File: src/rtl/instr_issue_unit.sv
// Instruction issue front end: PC, program-loadable instruction memory, beq/bne/j next-PC logic.
// Optional issued-instruction counter is enabled by defining ISSUE_COUNT_EN.
module instr_issue_unit #(
  parameter int          IMEM_DEPTH = 64,
  parameter int          ISSUE_GAP  = 4,
  parameter logic [31:0] HALT_WORD  = 32'hFFFF_FFFF,
  localparam int         AW         = $clog2(IMEM_DEPTH)
) (
  input  logic          clock,
  input  logic          reset,
  input  logic          start,
  input  logic          prog_we,
  input  logic [AW-1:0] prog_addr,
  input  logic [31:0]   prog_data,
  input  logic          alu_zero,
  output logic [31:0]   instrword,
  output logic          newinstr,
  output logic [31:0]   pc,
  output logic          busy,
  output logic          halted,
  output logic          fault,
  output logic [31:0]   issue_count
);

  localparam int          CW       = (ISSUE_GAP > 2) ? $clog2(ISSUE_GAP) : 1;
  localparam logic [CW-1:0] WAIT_LAST = CW'(ISSUE_GAP - 1);
  localparam logic [31:0] PC_LIMIT = 32'(4 * IMEM_DEPTH);

  typedef enum logic [2:0] {S_IDLE, S_FETCH, S_ISSUE, S_WAIT, S_HALT} state_t;

  state_t          r_state;
  logic [31:0]     r_mem [IMEM_DEPTH];
  logic [31:0]     r_rdata;
  logic [31:0]     r_instr;
  logic [31:0]     r_pc;
  logic [CW-1:0]   r_wait;
  logic            r_newinstr;
  logic            r_busy;
  logic            r_halted;
  logic            r_fault;

  logic            w_ctrl_idle;
  logic            w_prog_ok;
  logic            w_is_halt;
  logic [5:0]      w_opcode;
  logic [31:0]     w_pc4;
  logic [31:0]     w_br_tgt;
  logic [31:0]     w_jmp_tgt;
  logic [31:0]     w_next_pc;

  assign w_ctrl_idle = (r_state == S_IDLE) || (r_state == S_HALT);
  assign w_prog_ok   = prog_we && w_ctrl_idle;
  assign w_is_halt   = (r_rdata == HALT_WORD);

  always_ff @(posedge clock) begin
    if (w_prog_ok)
      r_mem[prog_addr] <= prog_data;
    if (r_state == S_FETCH)
      r_rdata <= r_mem[r_pc[AW+1:2]];
  end

  // Next PC is derived from the word already held on instrword; alu_zero only matters at the WAIT exit.
  assign w_opcode  = r_instr[31:26];
  assign w_pc4     = r_pc + 32'd4;
  assign w_br_tgt  = w_pc4 + {{14{r_instr[15]}}, r_instr[15:0], 2'b00};
  assign w_jmp_tgt = {w_pc4[31:28], r_instr[25:0], 2'b00};

  always_comb begin
    w_next_pc = w_pc4;
    case (w_opcode)
      6'd4:    if (alu_zero)  w_next_pc = w_br_tgt;
      6'd5:    if (!alu_zero) w_next_pc = w_br_tgt;
      6'd2:    w_next_pc = w_jmp_tgt;
      default: w_next_pc = w_pc4;
    endcase
  end

  always_ff @(posedge clock or negedge reset) begin
    if (!reset) begin
      r_state    <= S_IDLE;
      r_pc       <= '0;
      r_instr    <= '0;
      r_wait     <= '0;
      r_newinstr <= 1'b0;
      r_busy     <= 1'b0;
      r_halted   <= 1'b0;
      r_fault    <= 1'b0;
    end else begin
      r_newinstr <= 1'b0;
      case (r_state)
        S_IDLE, S_HALT: begin
          if (start) begin
            r_state  <= S_FETCH;
            r_pc     <= '0;
            r_busy   <= 1'b1;
            r_halted <= 1'b0;
            r_fault  <= 1'b0;
          end
        end
        S_FETCH: r_state <= S_ISSUE;
        S_ISSUE: begin
          if (w_is_halt) begin
            r_state  <= S_HALT;
            r_busy   <= 1'b0;
            r_halted <= 1'b1;
          end else begin
            r_instr    <= r_rdata;
            r_newinstr <= 1'b1;
            r_wait     <= '0;
            r_state    <= S_WAIT;
          end
        end
        S_WAIT: begin
          if (r_wait == WAIT_LAST) begin
            r_wait <= '0;
            if (w_next_pc >= PC_LIMIT) begin
              r_state  <= S_HALT;
              r_busy   <= 1'b0;
              r_halted <= 1'b1;
              r_fault  <= 1'b1;
            end else begin
              r_pc    <= w_next_pc;
              r_state <= S_FETCH;
            end
          end else begin
            r_wait <= r_wait + 1'b1;
          end
        end
        default: r_state <= S_IDLE;
      endcase
    end
  end

  assign instrword = r_instr;
  assign newinstr  = r_newinstr;
  assign pc        = r_pc;
  assign busy      = r_busy;
  assign halted    = r_halted;
  assign fault     = r_fault;

`ifdef ISSUE_COUNT_EN
  logic        w_start_ok;
  logic        w_issue;
  logic [31:0] r_issue_count;

  assign w_start_ok = start && w_ctrl_idle;
  assign w_issue    = (r_state == S_ISSUE) && !w_is_halt;

  always_ff @(posedge clock or negedge reset) begin
    if (!reset)
      r_issue_count <= '0;
    else if (w_start_ok)
      r_issue_count <= '0;
    else if (w_issue)
      r_issue_count <= r_issue_count + 32'd1;
  end

  assign issue_count = r_issue_count;
`else
  assign issue_count = '0;
`endif

endmodule
File: config.mk
export PLATFORM = sky130hd
export DESIGN_NAME = instr_issue_unit
export DESIGN_NICKNAME = d
export VERILOG_FILES = /design/src/rtl/instr_issue_unit.sv
export SDC_FILE = /design/constraint.sdc
export NUM_CORES = 2
export LEC_CHECK = 0
export ABC_AREA = 1
export BUFFER_PORTS_ARGS = -buffer_cell sky130_fd_sc_hd__buf_2
export CAP_MARGIN = 20
export CORE_MARGIN = 2
export CORE_UTILIZATION = 45
export CTS_CLUSTER_SIZE = 16
export DETAILED_ROUTE_END_ITERATION = 8
export PLACE_DENSITY = 0.58
export SYNTH_ARGS = -nofsm -noshare
export SYNTH_HDL_FRONTEND = slang
export SYNTH_SLANG_ARGS = --single-unit
File: constraint.sdc
create_clock -name clock -period 10 [get_ports clock]
set_input_delay 2 -clock clock [delete_from_list [all_inputs] [get_ports clock]]
set_output_delay 2 -clock clock [all_outputs]
set_load 0.05 [all_outputs]
==> impl_metrics.yaml <==
outcome:
  outcome: "finished, final reports clean"
die:
  initial_core_util_pct: 45.4
  core_um2: 193000
  die_area_um2: 198000
  design.portCount: 143
  die_w_um: 445
  die_y_um: 445
  std_cell_rows: 161
logic_synthesis:
  number_of_storage_elements_in_the_synthesis_netlist: 2153
  synth-edff-count: 2080
  syn-cell-area_um2: 87600
  ys_types: 52
  syn_inst: 7105
  warning_count_from_the_yosys_run: 0
  synth-seq-area-share_pct: 73.4
  synthesis.area_per_instance_um2: 12.3
  ys_dominant_reg_cell: "edfxtp_1"
  postSynth.asyncResetShare_pct: 3.39
sta:
  timing.setup.tns_ns: 0
  clock-skew-final_ns: 0.0302
  timing.max_slew.rel_slack_pct: 11.5
  finalMaxSlewViolations: 0
  worst-slew-pin-transition_ns: 1.31
  achievable-frequency_ghz: 0.178
  unrepaired_setup_endpoints_after_global_routing: "no"
  post-route-min-period_ns: 5.61
  post-route-period-util_pct: 56.1
  hold_viol: 0
  setup_failing_eps_final: 0
finish:
  synthToLayoutAreaGrowth_pct: 11.6
  finished_cell_area_um2: 97800
  layout-drive-gt1-share_pct: 9.50
  most_frequent_standard_cell_in_the_layout_excluding_fill_and_tap_cells: "edfxtp_1"
  n_fill_cell: 16612
  mostFrequentLayoutCells: "2,080 x edfxtp_1, 1,358 x nor2_1, 1,248 x o21ai_0, 577 x nand2_1, 563 x o22ai_1"
  nNetsFinal: 7212
worst_hold_path:
  min-delay-path-class: "reg2reg"
global_routing:
  grt_first_pass_wirelength_mm: 388
  grt_max_degree: 171
  gr-usage-all-layers_pct: 26.8
  gr-total-overflow: 0
  initial_antenna_violation_count: 21
  first_global_vias: 55122
route:
  wl_per_cell_um: 27.5
  antenna_left: 0
  initialDrtViolationCount: 7788
  dr_total_vias: 58810
  drt_pass1_iterations: 6
  viasPerCell: 5.97
  remaining_design_rule_violation_count: 0
  finalWirelength_mm: 271
clock_network:
  htreeDepth: 4
  post_cts_resized: 0
  sink_count: 2153
  cts_post_setup_buffers_inserted: 0
  cts_hold_repair.buffers: 0
  clk_latency_ns: 0.88
  cts_tree: "done"
  cts_made_buffers: 213
  worst_setup_hold_path_clk_slew_ns: 0.06
  clk_path_buf_depth: 3
  cts.root.buffer_cell: "clkbuf_16"
placed_design:
  detailed_place.area_um2: 91300
  port_buffers: 110
  placer_congestion: 0.935
  place.detailed.hpwl_mm: 141
critical_path:
  crit_fanout: 71
  worst_ep_arrival_time_ns: 6.29
  crit_path_max_incr_delay_ns: 0.99
  slowest_stage: "dfrtp_4"
  crit_required_ns: 10.68
  criticalPathCategory: "reg2reg"
  cp-end-kind: "register"
  timing.critical_path.cells: "buf_4 > buf_4 > buf_4 > o21ai_0 > o22ai_1 > nor2_1 > o32ai_1 > o21ai_0 > o22ai_1"
  setup.worst_path.start_class: "register"
  regToRegSetupSlack_ns: 4.39
  critPathMostFrequentCell: "buf_4"
power_and_ir_drop:
  static-leakage-power_nw: 32.9
  pwr-share-clk_pct: 29.3
  net_switching_fraction_of_the_power_pct: 36.9
  irDropWorstVdd_mv: 0.169
  combPwrFrac_pct: 29.7
  power_frac_seq_pct: 41.0
  p_int_mw: 16.2
  netSwitchingPower_mw: 9.48
  power_density_nw_per_um2: 263
flow_run:
  drv.max_cap_violation_count: 0
[cells by family (layout without fill, tap and decap cells)]
family                   after synthesis  count (layout)  share of synthesized area, %
adder cells (fa/ha/maj)               32              32                         0.466
other                                  1              42                       0.00428
AND/OR/NAND/NOR                     2167            2167                          9.65
flip-flops                          2153            2153                          73.4
multiplexers                           3               3                        0.0343
buffers and inverters                684             862                          3.12
XOR/XNOR                              13              13                         0.130
AO/OA/AOI/OAI                       2052            2052                          13.2
[worst paths after layout]
path,to,cells after the start,from
setup / recovery,r_rdata[12],9,pc[2]
hold reg to reg,halted,2,halted
hold / removal,halted,2,halted
min in group asynchronous,halted,1,reset
max in group asynchronous,pc[3],2,reset
setup reg to reg,r_rdata[12],9,pc[2]
[cell type report]
class	count	area [µm²]	area share [%]
flip-flops and latches	2153	64300	65.8
repair buffers	281	1910	1.95
diodes	10	25.0	0.0256
multi-input cells	4299	21200	21.6
inverters	189	736	0.753
well taps	2526	3160	3.23
clock buffers	273	5610	5.74
clock inverters	119	867	0.887
[worst max-delay path, delay by kind of cell, from the launching register on]
| family | cells | cell delay, ns |
|---|---|---|
| compound gates | 5 | 2.14 |
| buf+inv | 3 | 2.02 |
| flops | 1 | 0.99 |
| simple gates | 1 | 0.07 |
[state kept, by name, indices dropped and copies added, names as in the netlist]
register and count:
busy 1, fault 1, halted 1, instrword 32
newinstr 1, pc 32, r_mem 2048, r_rdata 32
r_state 3, r_wait 2
[routing by layer]
layer | track usage [%] | wire length (µm) | vias up
li1 | - | - | 26140
met1 | 38.8 | 115000 | 29582
met2 | 41.4 | 123000 | 2681
met3 | 4.06 | 22500 | 399
met4 | 9.55 | 10400 | 8
met5 | 0 | 55 | -
[per-stage QoR]
stage | util [%] | hold WS, ns | total power [mW] | setup WS (ns) | std cells
floorplan | - | 0.443 | 15.1 | 5.53 | 7136
global placement | 47.3 | 0.455 | 18.2 | 4.63 | 9447
detailed placement | 47.3 | 0.457 | 18.3 | 4.55 | 9448
CTS | 50.6 | 0.473 | 25.7 | 4.53 | 9840
global route | 50.6 | 0.494 | 26.7 | 4.18 | 9842
finish | 50.7 | 0.469 | 25.7 | 4.39 | 9850
[synthesized netlist by cell type (5+ instances only)]
master	number	area (µm²)
edfxtp_1	2080	62500
nor2_1	1422	5340
o21ai_0	1248	6250
nand2_1	577	2170
o22ai_1	563	3520
clkbuf_1	418	1570
inv_1	178	668
nand3_1	96	480
a21oi_1	75	375
dfrtp_1	73	1830
buf_4	34	255
ha_1	31	388
nand4_1	26	163
buf_2	25	125
o31ai_1	23	173
a2111oi_0	20	175
a211oi_1	20	150
o221ai_1	20	175
o32ai_1	19	166
o221a_2	18	203
buf_1	17	63.8
a21boi_0	12	90.1
nor3_1	11	55.1
inv_2	8	30.0
nor2_2	8	50.1
xnor2_1	7	61.3
nand2_2	6	37.5
nand3b_1	6	45.0
o21ai_2	6	52.6
o21bai_1	6	45.0
xor2_1	6	52.6
o211ai_1	5	37.5
o2bb2ai_1	5	43.8
[power by group through the flow]
stage / combinational (mW) / clock (mW) / sequential [mW]
floorplan: 4.44 / 0 / 10.7
global placement: 7.50 / 0 / 10.7
detailed placement: 7.55 / 0 / 10.7
CTS: 7.57 / 7.63 / 10.5
global route: 8.24 / 7.96 / 10.5
finish: 7.65 / 7.53 / 10.5
No activity file was read; power rests on OpenSTA's default activity.
